File: config.mk
export PLATFORM = sky130hd
export DESIGN_NAME = pbus_arbiter_flat
export DESIGN_NICKNAME = d
export VERILOG_FILES = /design/src/rtl/pbus_arbiter_if.sv /design/src/rtl/pbus_arbiter.sv /design/src/flat_wrapper.sv
export SDC_FILE = /design/constraint.sdc
export NUM_CORES = 1
export LEC_CHECK = 0
export BUFFER_PORTS_ARGS = -buffer_cell sky130_fd_sc_hd__buf_4
export CORE_ASPECT_RATIO = 0.75
export CORE_MARGIN = 5
export CORE_UTILIZATION = 50
export DETAILED_ROUTE_END_ITERATION = 10
export GPL_TIMING_DRIVEN = 0
export PLACE_DENSITY_LB_ADDON = 0.15
export SLEW_MARGIN = 20
export SYNTH_ARGS = -nofsm -noshare
export SYNTH_HDL_FRONTEND = slang
export SYNTH_SLANG_ARGS = --single-unit
export TNS_END_PERCENT = 10
File: constraint.sdc
create_clock -name clock -period 2.13 [get_ports clock]
set_clock_uncertainty 0.05 [all_clocks]
set_input_delay 0 -clock clock [delete_from_list [all_inputs] [get_ports clock]]
set_output_delay 0 -clock clock [all_outputs]
set_load 0.05 [all_outputs]
File: src/rtl/pbus_arbiter_if.sv
// One point-to-point peripheral bus link; instantiated once per master and once for the slave.
interface pbus_arbiter_if;
    logic [31:0] addr;
    logic [31:0] wdata;
    logic [2:0]  size;
    logic        read_req;
    logic        write_req;
    logic [31:0] rdata;
    logic        ready;
    logic        err;

    modport master (
        output addr, wdata, size, read_req, write_req,
        input  rdata, ready, err
    );

    modport slave (
        input  addr, wdata, size, read_req, write_req,
        output rdata, ready, err
    );
endinterface

File: src/rtl/pbus_arbiter.sv
// Round-robin two-master arbiter for the peripheral bus (addr[31:30] == 2'b11).
// Define PBUS_ARB_TIMEOUT_EN to abort transfers whose slave never returns ready.
module pbus_arbiter #(
    parameter int unsigned TIMEOUT_CYCLES = 15
) (
    input  logic           clock,
    input  logic           reset,
    pbus_arbiter_if.slave  m0,
    pbus_arbiter_if.slave  m1,
    pbus_arbiter_if.master s
);
    localparam int unsigned AW = 32;
    localparam int unsigned DW = 32;
    localparam int unsigned SW = 3;

    if (TIMEOUT_CYCLES == 0 || TIMEOUT_CYCLES > 255) begin : g_bad_timeout
        $error("pbus_arbiter: TIMEOUT_CYCLES must be within 1..255");
    end

    typedef enum logic [1:0] {
        ST_IDLE = 2'd0,
        ST_BUSY = 2'd1,
        ST_DONE = 2'd2
    } state_e;

    typedef struct packed {
        logic [AW-1:0] addr;
        logic [DW-1:0] wdata;
        logic [SW-1:0] size;
        logic          wr;
    } req_t;

    state_e        state_q, state_d;
    logic          last_q, last_d;
    logic          gnt_q, gnt_d;
    req_t          req_q, req_d;
    logic [AW-1:0] s_addr_q, s_addr_d;
    logic [DW-1:0] s_wdata_q, s_wdata_d;
    logic [SW-1:0] s_size_q, s_size_d;
    logic          s_rd_q, s_rd_d;
    logic          s_wr_q, s_wr_d;
    logic [DW-1:0] m0_rdata_q, m0_rdata_d, m1_rdata_q, m1_rdata_d;
    logic          m0_ready_q, m0_ready_d, m1_ready_q, m1_ready_d;
    logic          m0_err_q, m0_err_d, m1_err_q, m1_err_d;

    logic          m0_req_c, m1_req_c, pick1_c, expire_c;
    logic [DW-1:0] rsp_data_c;
    req_t          m0_pkt_c, m1_pkt_c, sel_pkt_c;

    // A simultaneous read+write request is a write.
    assign m0_req_c = m0.read_req | m0.write_req;
    assign m1_req_c = m1.read_req | m1.write_req;
    assign m0_pkt_c = '{addr: m0.addr, wdata: m0.wdata, size: m0.size, wr: m0.write_req};
    assign m1_pkt_c = '{addr: m1.addr, wdata: m1.wdata, size: m1.size, wr: m1.write_req};
    assign pick1_c  = m1_req_c & (~m0_req_c | ~last_q);
    assign sel_pkt_c = pick1_c ? m1_pkt_c : m0_pkt_c;

`ifdef PBUS_ARB_TIMEOUT_EN
    localparam int unsigned CW = 8;
    logic [CW-1:0] cnt_q, cnt_d;

    // Counter is zero outside BUSY, so it is already clear on entry.
    always_comb begin
        cnt_d = '0;
        if (state_q == ST_BUSY && !s.ready) begin
            cnt_d = cnt_q + CW'(1);
        end
    end

    always_ff @(posedge clock) begin
        if (!reset) begin
            cnt_q <= '0;
        end else begin
            cnt_q <= cnt_d;
        end
    end

    assign expire_c = (state_q == ST_BUSY) && (cnt_q == CW'(TIMEOUT_CYCLES - 1));
`else
    assign expire_c = 1'b0;
`endif

    // Slave data wins over expiry; writes return zero; timeouts return all ones.
    assign rsp_data_c = s.ready ? (req_q.wr ? '0 : s.rdata) : '1;

    always_comb begin
        state_d    = state_q;
        last_d     = last_q;
        gnt_d      = gnt_q;
        req_d      = req_q;
        s_addr_d   = '0;
        s_wdata_d  = '0;
        s_size_d   = '0;
        s_rd_d     = 1'b0;
        s_wr_d     = 1'b0;
        m0_rdata_d = '0;
        m1_rdata_d = '0;
        m0_ready_d = 1'b0;
        m1_ready_d = 1'b0;
        m0_err_d   = 1'b0;
        m1_err_d   = 1'b0;

        case (state_q)
            ST_IDLE: begin
                if (m0_req_c || m1_req_c) begin
                    gnt_d     = pick1_c;
                    last_d    = pick1_c;
                    req_d     = sel_pkt_c;
                    s_addr_d  = sel_pkt_c.addr;
                    s_wdata_d = sel_pkt_c.wdata;
                    s_size_d  = sel_pkt_c.size;
                    s_wr_d    = sel_pkt_c.wr;
                    s_rd_d    = ~sel_pkt_c.wr;
                    state_d   = ST_BUSY;
                end
            end
            ST_BUSY: begin
                if (s.ready || expire_c) begin
                    state_d = ST_DONE;
                    if (gnt_q) begin
                        m1_ready_d = 1'b1;
                        m1_rdata_d = rsp_data_c;
                        m1_err_d   = ~s.ready;
                    end else begin
                        m0_ready_d = 1'b1;
                        m0_rdata_d = rsp_data_c;
                        m0_err_d   = ~s.ready;
                    end
                end else begin
                    s_addr_d  = req_q.addr;
                    s_wdata_d = req_q.wdata;
                    s_size_d  = req_q.size;
                    s_wr_d    = req_q.wr;
                    s_rd_d    = ~req_q.wr;
                end
            end
            ST_DONE: begin
                state_d = ST_IDLE;
            end
            default: begin
                state_d = ST_IDLE;
            end
        endcase
    end

    always_ff @(posedge clock) begin
        if (!reset) begin
            state_q    <= ST_IDLE;
            last_q     <= 1'b1;
            gnt_q      <= 1'b0;
            req_q      <= '0;
            s_addr_q   <= '0;
            s_wdata_q  <= '0;
            s_size_q   <= '0;
            s_rd_q     <= 1'b0;
            s_wr_q     <= 1'b0;
            m0_rdata_q <= '0;
            m1_rdata_q <= '0;
            m0_ready_q <= 1'b0;
            m1_ready_q <= 1'b0;
            m0_err_q   <= 1'b0;
            m1_err_q   <= 1'b0;
        end else begin
            state_q    <= state_d;
            last_q     <= last_d;
            gnt_q      <= gnt_d;
            req_q      <= req_d;
            s_addr_q   <= s_addr_d;
            s_wdata_q  <= s_wdata_d;
            s_size_q   <= s_size_d;
            s_rd_q     <= s_rd_d;
            s_wr_q     <= s_wr_d;
            m0_rdata_q <= m0_rdata_d;
            m1_rdata_q <= m1_rdata_d;
            m0_ready_q <= m0_ready_d;
            m1_ready_q <= m1_ready_d;
            m0_err_q   <= m0_err_d;
            m1_err_q   <= m1_err_d;
        end
    end

    assign s.addr      = s_addr_q;
    assign s.wdata     = s_wdata_q;
    assign s.size      = s_size_q;
    assign s.read_req  = s_rd_q;
    assign s.write_req = s_wr_q;
    assign m0.rdata    = m0_rdata_q;
    assign m0.ready    = m0_ready_q;
    assign m0.err      = m0_err_q;
    assign m1.rdata    = m1_rdata_q;
    assign m1.ready    = m1_ready_q;
    assign m1.err      = m1_err_q;
endmodule

File: src/flat_wrapper.sv
// flat-port wrapper written by rule: the top's interface ports become plain ports
module pbus_arbiter_flat 
#(
    parameter int unsigned TIMEOUT_CYCLES = 15
)
  (clock, reset, m0_addr, m0_wdata, m0_size, m0_read_req, m0_write_req, m0_rdata, m0_ready, m0_err, m1_addr, m1_wdata, m1_size, m1_read_req, m1_write_req, m1_rdata, m1_ready, m1_err, s_addr, s_wdata, s_size, s_read_req, s_write_req, s_rdata, s_ready, s_err);
  pbus_arbiter_if m0_i ();
  pbus_arbiter_if m1_i ();
  pbus_arbiter_if s_i ();
  input  logic clock;
  input  logic reset;
  input wire logic [$bits(m0_i.addr)-1:0] m0_addr;
  input wire logic [$bits(m0_i.wdata)-1:0] m0_wdata;
  input wire logic [$bits(m0_i.size)-1:0] m0_size;
  input wire logic [$bits(m0_i.read_req)-1:0] m0_read_req;
  input wire logic [$bits(m0_i.write_req)-1:0] m0_write_req;
  output wire logic [$bits(m0_i.rdata)-1:0] m0_rdata;
  output wire logic [$bits(m0_i.ready)-1:0] m0_ready;
  output wire logic [$bits(m0_i.err)-1:0] m0_err;
  input wire logic [$bits(m1_i.addr)-1:0] m1_addr;
  input wire logic [$bits(m1_i.wdata)-1:0] m1_wdata;
  input wire logic [$bits(m1_i.size)-1:0] m1_size;
  input wire logic [$bits(m1_i.read_req)-1:0] m1_read_req;
  input wire logic [$bits(m1_i.write_req)-1:0] m1_write_req;
  output wire logic [$bits(m1_i.rdata)-1:0] m1_rdata;
  output wire logic [$bits(m1_i.ready)-1:0] m1_ready;
  output wire logic [$bits(m1_i.err)-1:0] m1_err;
  output wire logic [$bits(s_i.addr)-1:0] s_addr;
  output wire logic [$bits(s_i.wdata)-1:0] s_wdata;
  output wire logic [$bits(s_i.size)-1:0] s_size;
  output wire logic [$bits(s_i.read_req)-1:0] s_read_req;
  output wire logic [$bits(s_i.write_req)-1:0] s_write_req;
  input wire logic [$bits(s_i.rdata)-1:0] s_rdata;
  input wire logic [$bits(s_i.ready)-1:0] s_ready;
  input wire logic [$bits(s_i.err)-1:0] s_err;
  assign m0_i.addr = m0_addr;
  assign m0_i.wdata = m0_wdata;
  assign m0_i.size = m0_size;
  assign m0_i.read_req = m0_read_req;
  assign m0_i.write_req = m0_write_req;
  assign m0_rdata = m0_i.rdata;
  assign m0_ready = m0_i.ready;
  assign m0_err = m0_i.err;
  assign m1_i.addr = m1_addr;
  assign m1_i.wdata = m1_wdata;
  assign m1_i.size = m1_size;
  assign m1_i.read_req = m1_read_req;
  assign m1_i.write_req = m1_write_req;
  assign m1_rdata = m1_i.rdata;
  assign m1_ready = m1_i.ready;
  assign m1_err = m1_i.err;
  assign s_addr = s_i.addr;
  assign s_wdata = s_i.wdata;
  assign s_size = s_i.size;
  assign s_read_req = s_i.read_req;
  assign s_write_req = s_i.write_req;
  assign s_i.rdata = s_rdata;
  assign s_i.ready = s_ready;
  assign s_i.err = s_err;
  pbus_arbiter #(.TIMEOUT_CYCLES(TIMEOUT_CYCLES)) u_core (.clock(clock), .reset(reset), .m0(m0_i), .m1(m1_i), .s(s_i));
endmodule
==> impl_summary.md, run 1 <==
Pwr
The static leakage is 5.62 nW. The maximum VDD drop is 0.607 mV. In this run the power density over the cells is 876 nW/um^2.

The design draws 10.6 mW.

Global route
The number of antenna violations at the first check in global routing was 0. The number of global-route vias before repair is 7,722. Global routing consumed, over all layers together, 30.7% of the routing resources. The total grt overflow is 0.

Entering global routing, the biggest net connects 16 pins. The first global-routing pass estimated 40,900 microns of wire.

Job
Across the run, the number of max-cap violations was 0.

Clock tree
The TritonCTS clock tree is built. The clock passes through at most 3 buffers. Clock tree synthesis selected as its root buffer the cell sky130_fd_sc_hd__clkbuf_16.

Clock tree synthesis inserted a total of 20 buffers. Once the clock tree was built, the setup fixing pass inserted 0 buffers. The CTS clock-pin slew for the worst setup and hold paths is 60 ps. The clock reaches the later pin of the worst-skew pair after 490 ps. The clock sink count is 209.

CTS built an H-tree with a depth of 1.

Floorplanning
The floorplan step defined a core boundary enclosing 13,700 sq um. The initial core utilization is 51.1%. The chip width is 147 microns. 311 I/O pins were placed.

The die span in y is 113 microns. The number of cell rows is 37. The area of the die is 16,500 sq um.

Logic synthesis
In this run, synthesis inferred 0 flip-flops with an integrated enable. The top flip-flop cell by instance count after synthesis is sky130_fd_sc_hd__dfxtp_1. Yosys printed 0 warnings. The gate count after technology mapping is 725.

Sorting the synthesized cells by area gives the leading types as sky130_fd_sc_hd__dfxtp_1 (60%), sky130_fd_sc_hd__mux2i_1 (9.6%), sky130_fd_sc_hd__o21ai_0 (7.1%), sky130_fd_sc_hd__a21oi_1 (4.8%), sky130_fd_sc_hd__nand2_1 (3.7%). The unique cell type count in the Yosys netlist is 30. In this run, synthesis produced a sequential element count of 209. The cell accounting for the most synthesized area is sky130_fd_sc_hd__dfxtp_1. The post-synthesis async set-or-reset flop share is 0%. The register area share after synthesis is 59.6%. The area of the mapped netlist is 7020 sq um. The synthesized design devotes to its leading area cell type 59.6% of total area.

The most common cell in the synthesized netlist is sky130_fd_sc_hd__dfxtp_1. By count the netlist is led by sky130_fd_sc_hd__dfxtp_1 (209), sky130_fd_sc_hd__o21ai_0 (100), sky130_fd_sc_hd__nand2_1 (69). The post-synthesis area per instance is 9.68 sq um.

Timing
The minimum clock period is 2020 ps. Setup repair after global routing could not meet its margin everywhere. The worst hold-check slack is 141 ps.

The max-slew violation total from the final report came to 0. The final hold violation count is 0. The maximum clock frequency is 0.496 GHz. The worst path uses 94.7% of the clock period. The count of final setup violators is 0. In this run the tightest slew margin relative to its limit is 65.8%. Once routing completed, OpenROAD measured the worst setup slack at 113 ps. For the final routed database, the setup TNS stands at 0 ps. At the pin with the least slew margin, the transition time is 512 ps.

Cells and area
The post-route netlist has 30.9% of its cells at a drive strength greater than 1. The final net count is 1,404. The area growth from synthesis to layout is 71.8%. The layout filler cell count is 626. The count of placed standard cells in the final layout, fillers left out is 1,419. The number of antenna diodes in the final layout is 0.

Place
OpenSTA, run right after detailed placement, puts the worst setup slack at 417 ps. The routability-driven placement congestion ratio is 0.807. The count of input and output buffers is 309. The number of placed cells counting well taps is 1,210. The half-perimeter wire length after placement is 15,300 microns.

Worst setup path
Data on the critical path is required at its endpoint by 2450 ps. The worst path arrival time is 2330 ps. The setup check on the worst reg-to-reg path leaves a slack of 110 ps. In this run the worst setup path terminates at u_core.s.addr[4].

The maximum fanout encountered on the critical timing path is 10. The end of the worst register-to-register path is u_core.s.addr[4]. The critical path is of the reg2reg type. The cell count of the worst reg-to-reg path is 6. The nature of the critical path endpoint is a register. The startpoint of the lowest-slack register-to-register path is u_core.last_q. The critical path starts at u_core.last_q. The worst setup path is launched from a register.

Drt
The iteration-0 DRC count of the detailed router is 376. After detailed routing, the number of vias per cell comes to 5.23. The detailed-routing iteration count for the pre-antenna-repair pass is 5. The DRC violations left is 0.

The post-detailed-routing wire length is 26,700 microns. The number of nets still failing antenna checks after routing is 0. The count of vias placed by the detailed router is 7,422. Dividing the detail-routed wire length by the instance count gives 18.8 microns.

Hold path
Along the worst hold path, the cell count comes to 5. The tightest min-delay check is of the in2reg type.

Outcome
The flow ran to the end, and the final reports show no timing, DRC or antenna violations.
[through the flow]
| step | cell area [sq um] | util [%] |
|---|---|---|
| after floorplan | 7020 | - |
| after global placement | 9560 | 69.6 |
| after detailed placement | 9560 | 69.6 |
| after CTS | 12000 | 87.4 |
| after global routing | 12100 | 87.7 |
| final | 12100 | 87.7 |
[registers in the layout (all words and copies together), names as in the netlist, 2 cells and up]
register / flops
u_core.m0.rdata: 32
u_core.m1.rdata: 32
u_core.req_q: 68
u_core.s.addr: 32
u_core.s.size: 3
u_core.s.wdata: 32
u_core.state_q: 2
[routing by layer]
layer / GRT usage [%] / part of all wire [%]
met1: 34.7 / 37
met2: 58.0 / 52
met3: 6.54 / 7.6
met4: 9.40 / 3.3
met5: 0 / 0
[cell type report]
class	count	area (sq um)	area share, %
plain buffers	55	299	2.48
well taps	175	219	1.82
flip-flops and latches	209	4180	34.7
repair buffers	482	4050	33.6
clock buffers	28	602	4.99
inverters	4	15.0	0.124
multi-input cells	458	2570	21.3
clock inverters	8	121	1.01
[how the worst min path moves through the flow]
| stage | slack, ps | end | start |
|---|---|---|---|
| 4_1_cts | 200 | u_core.last_q | m1_write_req |
| 3_3_place_gp | 190 | u_core.m1.rdata[18] | s_rdata[18] |
| 3_5_place_dp | 200 | u_core.m0.rdata[2] | s_rdata[2] |
| 6_report | 140 | u_core.last_q | m1_write_req |
| 2_1_floorplan | 100 | u_core.m0.rdata[0] | s_rdata[0] |
| 5_1_grt | 170 | u_core.last_q | m1_write_req |
[cell usage in the layout, fill, tap and decap left out, types with 21 or more instances in the layout]
cell,count
sky130_fd_sc_hd__clkbuf_16,21
sky130_fd_sc_hd__nand2_1,69
sky130_fd_sc_hd__o21ai_0,100
sky130_fd_sc_hd__clkbuf_1,21
sky130_fd_sc_hd__o21ai_1,35
sky130_fd_sc_hd__nor2_1,65
sky130_fd_sc_hd__mux2i_1,65
sky130_fd_sc_hd__buf_4,313
sky130_fd_sc_hd__nand2b_1,36
sky130_fd_sc_hd__dlygate4sd3_1,173
sky130_fd_sc_hd__dfxtp_1,209
sky130_fd_sc_hd__a21oi_1,68
[kinds of logic after synthesis]
logic type      Yosys count  share of synthesized area, %
mux                      67                          9.55
other cells               1                        0.0534
flops                   209                          59.6
buf+inv                  59                          4.08
simple gates            179                          11.5
compound gates          210                          15.2
[repair_timing]
| action | 4_1_cts | 5_1_grt |
|---|---|---|
| resized for setup | 0 | 21 |
| setup endpoints to repair | 0 | 82 |
| hold endpoints to repair | 203 | 0 |
| hold buffers | 173 | 0 |
[worst max-delay path, stage by stage (launching register included)]
cell and delay [ps]:
sky130_fd_sc_hd__dfxtp_1 370, sky130_fd_sc_hd__o21ai_1 130, sky130_fd_sc_hd__o21ai_4 160, sky130_fd_sc_hd__buf_6 230, sky130_fd_sc_hd__mux2i_2 270, sky130_fd_sc_hd__o21ai_0 110, sky130_fd_sc_hd__dlygate4sd3_1 570
[power breakdown]
group	switching, mW	internal [mW]	leakage [nW]	total (mW)
Clock	1.50	2.34	0.356	3.84
Sequential	0.149	4.23	1.72	4.38
Combinational	1.35	0.996	3.54	2.35
Total	3.00	7.57	5.62	10.6
(Power assumes the default switching activity.)
==> inputs of run 2 (changes only) <==
--- a/config.mk
+++ b/config.mk
@@ -5,6 +5,7 @@
 export SDC_FILE = /design/constraint.sdc
 export NUM_CORES = 1
 export LEC_CHECK = 0
+export ABC_AREA = 1
 export BUFFER_PORTS_ARGS = -buffer_cell sky130_fd_sc_hd__buf_4
 export CORE_ASPECT_RATIO = 0.75
 export CORE_MARGIN = 5
==> impl_summary.md, run 2 <==
Outcome
Run status: completed (unchanged).

Drt
The iteration-0 DRC count of the detailed router is 644 (was 376). The ratio of routed vias to standard cells is 5.10 (was 5.23). The count of vias placed by the detailed router is 8,550 (was 7,422).

The number of nets still failing antenna checks after routing is 0 (unchanged). The detailed-routing iteration count for the pre-antenna-repair pass is 6 (was 5). The average wire length per cell after detail routing was 16.7 microns (was 18.8 microns). The post-detailed-routing wire length was 27,900 microns (was 26,700 microns). The DRC violations left is 0 (unchanged).

Global route
The number of global-route vias before repair is 8,612 (was 7,722). The total global-route track usage is 30.2% (was 30.7%). The global-route wire length before repair was 44,100 microns (was 40,900 microns). The number of antenna violations at the first check in global routing is 1 (was 0). The pin count of the biggest net entering global routing came to 16 (unchanged). The total grt overflow is 0 (unchanged).

Cells and area
The count of placed standard cells in the final layout, fillers left out is 1,676 (was 1,419). The final core utilization is 83.4% (was 87.7%). Most frequent cells in the layout: sky130_fd_sc_hd__buf_4 (309), sky130_fd_sc_hd__nand2_1 (216), sky130_fd_sc_hd__dfxtp_1 (209) (was sky130_fd_sc_hd__buf_4 (313), sky130_fd_sc_hd__dfxtp_1 (209), sky130_fd_sc_hd__dlygate4sd3_1 (173)). The final net count is 1,630 (was 1,404).

The leading cell type in the layout, fill and taps excluded is sky130_fd_sc_hd__buf_4 (unchanged). The proportion of layout cells with a drive suffix above 1 is 24.6% (was 30.9%). The layout filler cell count came to 884 (was 626). The flip-flop count of the largest register, all copies and words added is 68 (unchanged). The synthesis-to-layout area growth was 65.4% (was 71.8%). The register containing the most flip-flops in the final layout is u_core.req_q (unchanged).

The post-route cell area is 12,600 sq um (was 12,100 sq um).

Pwr
The areal power density over the cells is 825 nW/um^2 (was 876 nW/um^2). The static leakage was 5.90 nW (was 5.62 nW). The clock network power share came to 34.3% (was 36.3%). The register share of total power was 42.0% (was 41.5%). The internal power of the cells is 7.23 mW (was 7.57 mW).

The part of the total power dissipated in combinational logic is 23.7% (was 22.2%). The maximum VDD drop is 0.719 mV (was 0.607 mV). The switching power as a share of total power was 30.3% (was 28.3%). The switching power of the nets is 3.14 mW (was 3.00 mW).

Worst setup path
Among the stages of the critical path, the cell type that occurs most often is sky130_fd_sc_hd__dlygate4sd3_1. The nature of the critical path startpoint was an input pin (was register). The worst path arrival time is 2340 ps (was 2330 ps). The cell type of the slowest stage on the worst timing path is sky130_fd_sc_hd__dlygate4sd3_1 (unchanged). The end of the worst register-to-register path is u_core.req_q[67] (was u_core.s.addr[4]). The largest stage delay on the critical path is 550 ps (was 570 ps).

The number of buffers and inverters on the critical path was 4 (was 2). The startpoint of the lowest-slack register-to-register path is u_core.last_q (unchanged). The cell count of the worst reg-to-reg path is 7 (was 6).

CP cell instances: dlygate4sd3_1, buf_4, o21ai_4, nand2_2, buf_2, nand2_1, nand3_1, a21oi_1, dlygate4sd3_1 (was o21ai_1, o21ai_4, buf_6, mux2i_2, o21ai_0, dlygate4sd3_1). The largest delay contributor family on the critical path is buffers and inverters (unchanged). The reg2reg setup slack is 170 ps (was 110 ps). The required time at the endpoint of the critical path is 2510 ps (was 2450 ps).

The maximum fanout encountered on the critical timing path is 10 (unchanged). The nature of the critical path endpoint was a register (unchanged). The critical setup path kind is in2reg (was reg2reg).

Clock tree
The post-CTS repair timing setup buffer count came to 0 (unchanged). The largest buffer count on any clock path is 3 (unchanged). The clock buffer count from CTS was 21 (was 20).

The CTS H-tree depth came to 1 (unchanged). The clock insertion delay at the later pin of the skew report was 480 ps (was 490 ps). The TritonCTS clock tree is built (unchanged). The CTS clock-pin slew for the worst setup and hold paths is 60 ps (about the same). The clock sink count is 209 (unchanged). The cell chosen for the clock root is sky130_fd_sc_hd__clkbuf_16 (unchanged).

Timing
The worst-case headroom to the max-slew limit is 48.9% (was 65.8%). The final critical-path setup slack is 162 ps (was 113 ps). The final hold violation count was 0 (unchanged).

The transition time at the pin with the least slew margin is 763 ps (was 512 ps). The final clock period utilization by the worst path came to 92.4% (was 94.7%). The count of final setup violators was 0 (unchanged).

RSZ-0062 raised after global routing: no (was yes). The minimum clock period came to 1970 ps (was 2020 ps). The maximum clock frequency was 0.508 GHz (was 0.496 GHz). The max-slew violation total from the final report is 0 (unchanged). The sum of negative setup slack is 0 ps (unchanged).

Place
The half-perimeter wire length after placement is 16,900 microns (was 15,300 microns). The count of input and output buffers was 309 (unchanged). The routability-driven placement congestion ratio is 0.834 (was 0.807). The post-placement setup slack was 318 ps (was 417 ps). The number of placed cells counting well taps is 1,467 (was 1,210).

The instance area at placement is 10,200 sq um (was 9560 sq um).

Floorplanning
The initial core utilization came to 50.4% (was 51.1%). The number of cell rows came to 39 (was 37). The chip width is 152 microns (was 147 microns). The die span in y is 117 microns (was 113 microns). The area of the die is 17,800 sq um (was 16,500 sq um). The core box area came to 15,100 sq um (was 13,700 sq um). The top-level port count came to 311 (unchanged).

Hold path
The type of the worst min-delay path is in2reg (unchanged). The worst-case hold path end point is u_core.state_q[0] (was u_core.last_q). The beginning of the worst hold path is reset (was m1_write_req). The hold-critical path depth is 4 (was 5).

Logic synthesis
The unique cell type count in the Yosys netlist is 17 (was 30). The register area share after synthesis is 55.0% (was 59.6%). Top post-synthesis cells by area: sky130_fd_sc_hd__dfxtp_1 (55%), sky130_fd_sc_hd__nand2_1 (11%), sky130_fd_sc_hd__a21oi_1 (9.2%), sky130_fd_sc_hd__nand3b_1 (6.6%), sky130_fd_sc_hd__inv_1 (5.2%) (was sky130_fd_sc_hd__dfxtp_1 (60%), sky130_fd_sc_hd__mux2i_1 (9.6%), sky130_fd_sc_hd__o21ai_0 (7.1%), sky130_fd_sc_hd__a21oi_1 (4.8%), sky130_fd_sc_hd__nand2_1 (3.7%)). The number of flops mapped to enable cells by yosys is 0 (unchanged). The post-synthesis area per instance was 7.98 sq um (was 9.68 sq um).

The most common cell in the synthesized netlist was sky130_fd_sc_hd__nand2_1 (was sky130_fd_sc_hd__dfxtp_1). The gate count after technology mapping is 952 (was 725). The cell accounting for the most synthesized area is sky130_fd_sc_hd__dfxtp_1 (unchanged). The Yosys warning count is 0 (unchanged). The proportion of netlist area held by the largest area contributor is 55.0% (was 59.6%). The post-synthesis async set-or-reset flop share is 0% (unchanged). The area of the mapped netlist is 7600 sq um (was 7020 sq um). The total of flip-flops plus latches after synthesis is 209 (unchanged). Ranking of synthesized cells by instance count: sky130_fd_sc_hd__nand2_1 (216), sky130_fd_sc_hd__dfxtp_1 (209), sky130_fd_sc_hd__a21oi_1 (139) (was sky130_fd_sc_hd__dfxtp_1 (209), sky130_fd_sc_hd__o21ai_0 (100), sky130_fd_sc_hd__nand2_1 (69)). The top flip-flop cell by instance count after synthesis is sky130_fd_sc_hd__dfxtp_1 (unchanged).

Job
The count of maximum capacitance violations was 0 (unchanged).
run 2: changes by cell type after synthesis, moves of 10 or more:
cell / change
sky130_fd_sc_hd__nand2b_1: -36
sky130_fd_sc_hd__clkbuf_1: +32
sky130_fd_sc_hd__nor2_1: -58
sky130_fd_sc_hd__nand3_1: +67
sky130_fd_sc_hd__o21ai_1: -35
sky130_fd_sc_hd__nand3b_1: +67
sky130_fd_sc_hd__a21oi_1: +71
sky130_fd_sc_hd__buf_2: -10
sky130_fd_sc_hd__o21ai_0: -100
sky130_fd_sc_hd__nor3_1: +64
sky130_fd_sc_hd__mux2i_1: -67
sky130_fd_sc_hd__inv_1: +101
sky130_fd_sc_hd__nand2_1: +147
run 2: worst max-delay path by stage:
stage                                  from           endpoint  slack [ps]  cells after the start
final                          m0_write_req   u_core.req_q[67]         160                      9
after floorplan               u_core.last_q   u_core.req_q[18]         900                      6
after global placement    u_core.state_q[1]  u_core.s.addr[26]         260                      6
after global routing          u_core.last_q   u_core.req_q[67]          30                      7
after CTS                      m0_write_req   u_core.req_q[67]          30                      9
after detailed placement  u_core.state_q[1]  u_core.s.addr[26]         320                      6
run 2: final cells by class:
type,count,area (sq um),share of cell area (%)
clock inverter,9,76.3,0.607
tap,205,256,2.04
antenna,2,5.00,0.0398
clock buffer,27,588,4.68
buffer,70,293,2.33
inverter,108,405,3.22
sequential,209,4180,33.3
timing repair buffer,480,4030,32.1
multi-input combinational,566,2730,21.7
run 2: repair_timing:
| action | CTS | global route |
|---|---|---|
| resized for setup | 0 | 3 |
| hold buffers | 171 | 0 |
| setup endpoints to repair | 0 | 1 |
| endpoints found under the hold margin | 202 | 0 |
run 2: logic make-up (layout without fill, tap and decap cells):
logic type	after synthesis	after routing	synth area share, %
other	1	4	0.0493
and+or+nand+nor	424	424	26.5
AOI/OAI and AO/OA	140	140	9.27
DFF	209	209	55.0
buffers and inverters	178	694	9.17
run 2: worst reg2reg max path, stage by stage, from the launching register on:
cell	delay [ps]
sky130_fd_sc_hd__dfxtp_1	370
sky130_fd_sc_hd__o21ai_4	140
sky130_fd_sc_hd__nand2_2	170
sky130_fd_sc_hd__buf_2	300
sky130_fd_sc_hd__nand2_1	80
sky130_fd_sc_hd__nand3_1	100
sky130_fd_sc_hd__a21oi_1	70
sky130_fd_sc_hd__dlygate4sd3_1	570
run 2: routing by layer:
layer  global-route usage, %  up-vias  routed length, microns
met4                    11.9        0                    1180
met5                       0        -                       0
li1                        -     4061                       -
met2                    52.6      437                   13300
met1                    36.3     3966                   11000
met3                    8.16       86                    2460
run 2: power by group through the flow:
stage	sequential (mW)	combinational, mW	clock [mW]
2_1_floorplan	4.97	0.798	0
3_3_place_gp	4.43	2.11	0
3_5_place_dp	4.43	2.13	0
4_1_cts	4.35	2.39	3.58
5_1_grt	4.39	2.63	3.76
6_report	4.36	2.46	3.56
run 2: stage by stage:
| stage | power [mW] | hold slack [ps] |
|---|---|---|
| after CTS | 10.3 | 156 |
| after global placement | 6.53 | 210 |
| final | 10.4 | 168 |
| after detailed placement | 6.56 | 213 |
| after floorplan | 5.77 | 90.4 |
| after global routing | 10.8 | 219 |
==> inputs of run 3 (changes only) <==
--- a/config.mk
+++ b/config.mk
@@ -12,6 +12,7 @@
 export CORE_UTILIZATION = 50
 export DETAILED_ROUTE_END_ITERATION = 10
 export GPL_TIMING_DRIVEN = 0
+export HOLD_SLACK_MARGIN = 0.06
 export PLACE_DENSITY_LB_ADDON = 0.15
 export SLEW_MARGIN = 20
 export SYNTH_ARGS = -nofsm -noshare
==> constraint.sdc (replaced) <==
create_clock -name clock -period 2.13 [get_ports clock]
set_clock_uncertainty 0.05 [all_clocks]
set_input_delay 0.213 -clock clock [delete_from_list [all_inputs] [get_ports clock]]
set_output_delay 0.213 -clock clock [all_outputs]
set_load 0.05 [all_outputs]
==> impl_summary.md, run 3 (synthesis gave the netlist of run 2 again) <==
Outcome
Run status: completed (unchanged).

Clock tree
The clock insertion delay at the later pin of the skew report came to 480 ps (about the same). The TritonCTS clock tree was built (unchanged). The cell chosen for the clock root is sky130_fd_sc_hd__clkbuf_16 (unchanged).

The CTS clock-pin slew for the worst setup and hold paths was 60 ps (about the same). The CTS H-tree depth is 1 (unchanged). The post-CTS repair timing setup buffer count was 0 (unchanged). The clock buffer count from CTS is 21 (unchanged). The largest buffer count on any clock path is 3 (unchanged). The clock sink count came to 209 (unchanged).

Global route
The number of global-route vias before repair is 7,609 (was 8,612). The global-route met3 utilization was 6.87% (was 8.16%). The global-route wire length before repair is 38,700 microns (was 44,100 microns). The pin count of the biggest net entering global routing is 16 (unchanged). The total global-route track usage is 26.4% (was 30.2%). The busiest layer in global routing is met2 (unchanged). The global routing usage on met1 came to 33.6% (was 36.3%). The number of antenna violations at the first check in global routing came to 0 (was 1).

The global-route met2 utilization was 45.3% (was 52.6%). The total grt overflow is 0 (unchanged).

Pwr
The static leakage came to 5.42 nW (was 5.90 nW). The maximum VDD drop is 0.711 mV (was 0.719 mV). The areal power density over the cells was 887 nW/um^2 (was 825 nW/um^2).

Worst setup path
The nature of the critical path endpoint is a register (unchanged). The reg2reg setup slack came to 280 ps (was 170 ps). The cell type of the slowest stage on the worst timing path is sky130_fd_sc_hd__dlygate4sd3_1 (unchanged). The end of the worst register-to-register path is u_core.s.wdata[0] (was u_core.req_q[67]). The required time at the endpoint of the critical path is 2470 ps (was 2510 ps). The maximum fanout encountered on the critical timing path is 10 (unchanged). The largest stage delay on the critical path is 550 ps (about the same).

The nature of the critical path startpoint is an input pin (unchanged). CP cell instances: dlygate4sd3_1, buf_4, nand2_1, dlygate4sd3_1, nor2_1, nand2_1, clkbuf_1, nor3_1 (was dlygate4sd3_1, buf_4, o21ai_4, nand2_2, buf_2, nand2_1, nand3_1, a21oi_1, dlygate4sd3_1). The cell count of the worst reg-to-reg path is 5 (was 7). The startpoint of the lowest-slack register-to-register path is u_core.state_q[0] (was u_core.last_q).

The worst path arrival time is 2360 ps (was 2340 ps). The critical setup path kind is in2reg (unchanged).

Floorplanning
The top-level port count is 311 (unchanged). The core box area is 15,100 sq um (unchanged). The area of the die is 17,800 sq um (unchanged). The die span in y is 117 microns (unchanged). The chip width came to 152 microns (unchanged). The initial core utilization is 50.4% (unchanged). The number of cell rows was 39 (unchanged).

Drt
The ratio of routed vias to standard cells is 5.02 (was 5.10). The number of nets still failing antenna checks after routing was 0 (unchanged). The DRC violations left is 0 (unchanged).

The iteration-0 DRC count of the detailed router came to 462 (was 644). The post-detailed-routing wire length is 24,600 microns (was 27,900 microns). The average wire length per cell after detail routing is 15.8 microns (was 16.7 microns). The count of vias placed by the detailed router was 7,826 (was 8,550). The detailed-routing iteration count for the pre-antenna-repair pass is 6 (unchanged).

Hold path
The worst-case hold path end point is u_core.req_q[39] (was u_core.state_q[0]). The type of the worst min-delay path was in2reg (unchanged). The hold-critical path depth is 5 (was 4). The beginning of the worst hold path is m0_addr[3] (was reset).

Timing
The transition time at the pin with the least slew margin is 752 ps (was 763 ps). The worst hold-check slack is 67.7 ps (was 168 ps). The maximum clock frequency was 0.495 GHz (was 0.508 GHz). RSZ-0062 raised after global routing: no (unchanged).

The worst-case headroom to the max-slew limit is 49.7% (was 48.9%). The sum of negative setup slack is 0 ps (unchanged). The final clock period utilization by the worst path is 94.9% (was 92.4%). The max-slew violation total from the final report is 0 (unchanged). The count of final setup violators is 0 (unchanged). The minimum clock period is 2020 ps (was 1970 ps). The final hold violation count is 0 (unchanged).

Cells and area
The synthesis-to-layout area growth came to 50.2% (was 65.4%). The flip-flop count of the largest register, all copies and words added came to 68 (unchanged). The proportion of layout cells with a drive suffix above 1 is 26.6% (was 24.6%). The leading cell type in the layout, fill and taps excluded is sky130_fd_sc_hd__buf_4 (unchanged). Most frequent cells in the layout: sky130_fd_sc_hd__buf_4 (309), sky130_fd_sc_hd__nand2_1 (216), sky130_fd_sc_hd__dfxtp_1 (209) (unchanged).

The final net count is 1,515 (was 1,630). The register containing the most flip-flops in the final layout is u_core.req_q (unchanged).

Job
The count of maximum capacitance violations is 0 (unchanged).

Place
The routability-driven placement congestion ratio is 0.834 (unchanged). The half-perimeter wire length after placement came to 16,900 microns (unchanged). The count of input and output buffers was 309 (unchanged).
## run 3: changes by cell type in the layout (fill, tap and decap cells not counted)
cell,change
sky130_fd_sc_hd__clkbuf_1,+1
sky130_fd_sc_hd__clkbuf_2,-1
sky130_fd_sc_hd__diode_2,-1
sky130_fd_sc_hd__dlygate4sd3_1,-115
## run 3: critical path, delay by kind of cell
family                 cells  cell delay [ps]
buffers and inverters      4             1510
AND/OR/NAND/NOR            4              650
## run 3: per-stage QoR
| stage | instance area (sq um) | cells | util [%] | power (mW) | worst slack [ps] |
|---|---|---|---|---|---|
| finish | 11400 | 1560 | 75.7 | 10.1 | 109 |
| global route | 11400 | 1559 | 75.7 | 10.6 | 1.13 |
| CTS | 11400 | 1559 | 75.6 | 10.2 | 142 |
| detailed placement | 10200 | 1467 | 67.5 | 6.56 | 196 |
| global placement | 10200 | 1467 | 67.5 | 6.53 | 210 |
| floorplan | 7600 | 953 | - | 5.77 | 868 |
## run 3: metal layers
layer / vias up / routed length (microns)
li1: 3831 / -
met1: 3609 / 10100
met2: 336 / 11700
met3: 50 / 2120
met4: 0 / 692
met5: - / 0
## run 3: repair_timing
item,4_1_cts,5_1_grt
gates resized for setup,0,1
hold buffers,56,0
hold endpoints to repair,101,0
endpoints found under the setup margin,0,1
## run 3: how the worst max path moves through the flow
stage / start / to / slack (ps) / cells past startpoint
after floorplan: m0_read_req / u_core.req_q[18] / 870 / 6
after global placement: m0_read_req / u_core.req_q[21] / 210 / 7
after detailed placement: m0_read_req / u_core.req_q[24] / 200 / 7
after CTS: m0_write_req / u_core.req_q[24] / 140 / 8
after global routing: s_ready / u_core.m0.rdata[5] / 1 / 8
final: s_ready / u_core.m0.rdata[0] / 110 / 8
## run 3: layout make-up
| type | count | area, sq um |
|---|---|---|
| clock buffers | 27 | 588 |
| fillers | 1117 | 3660 |
| flip-flops and latches | 209 | 4180 |
| repair buffers | 365 | 2880 |
| inverters | 108 | 405 |
| clock inverters | 9 | 76.3 |
| multi-input cells | 566 | 2730 |
| diodes | 1 | 2.50 |
| well taps | 205 | 256 |
| plain buffers | 70 | 292 |
## run 3: where the power goes
group          switching, mW  leakage [nW]  internal, mW
clock                   1.47         0.332          2.07
sequential             0.127          1.72          4.23
combinational           1.44          3.37         0.796
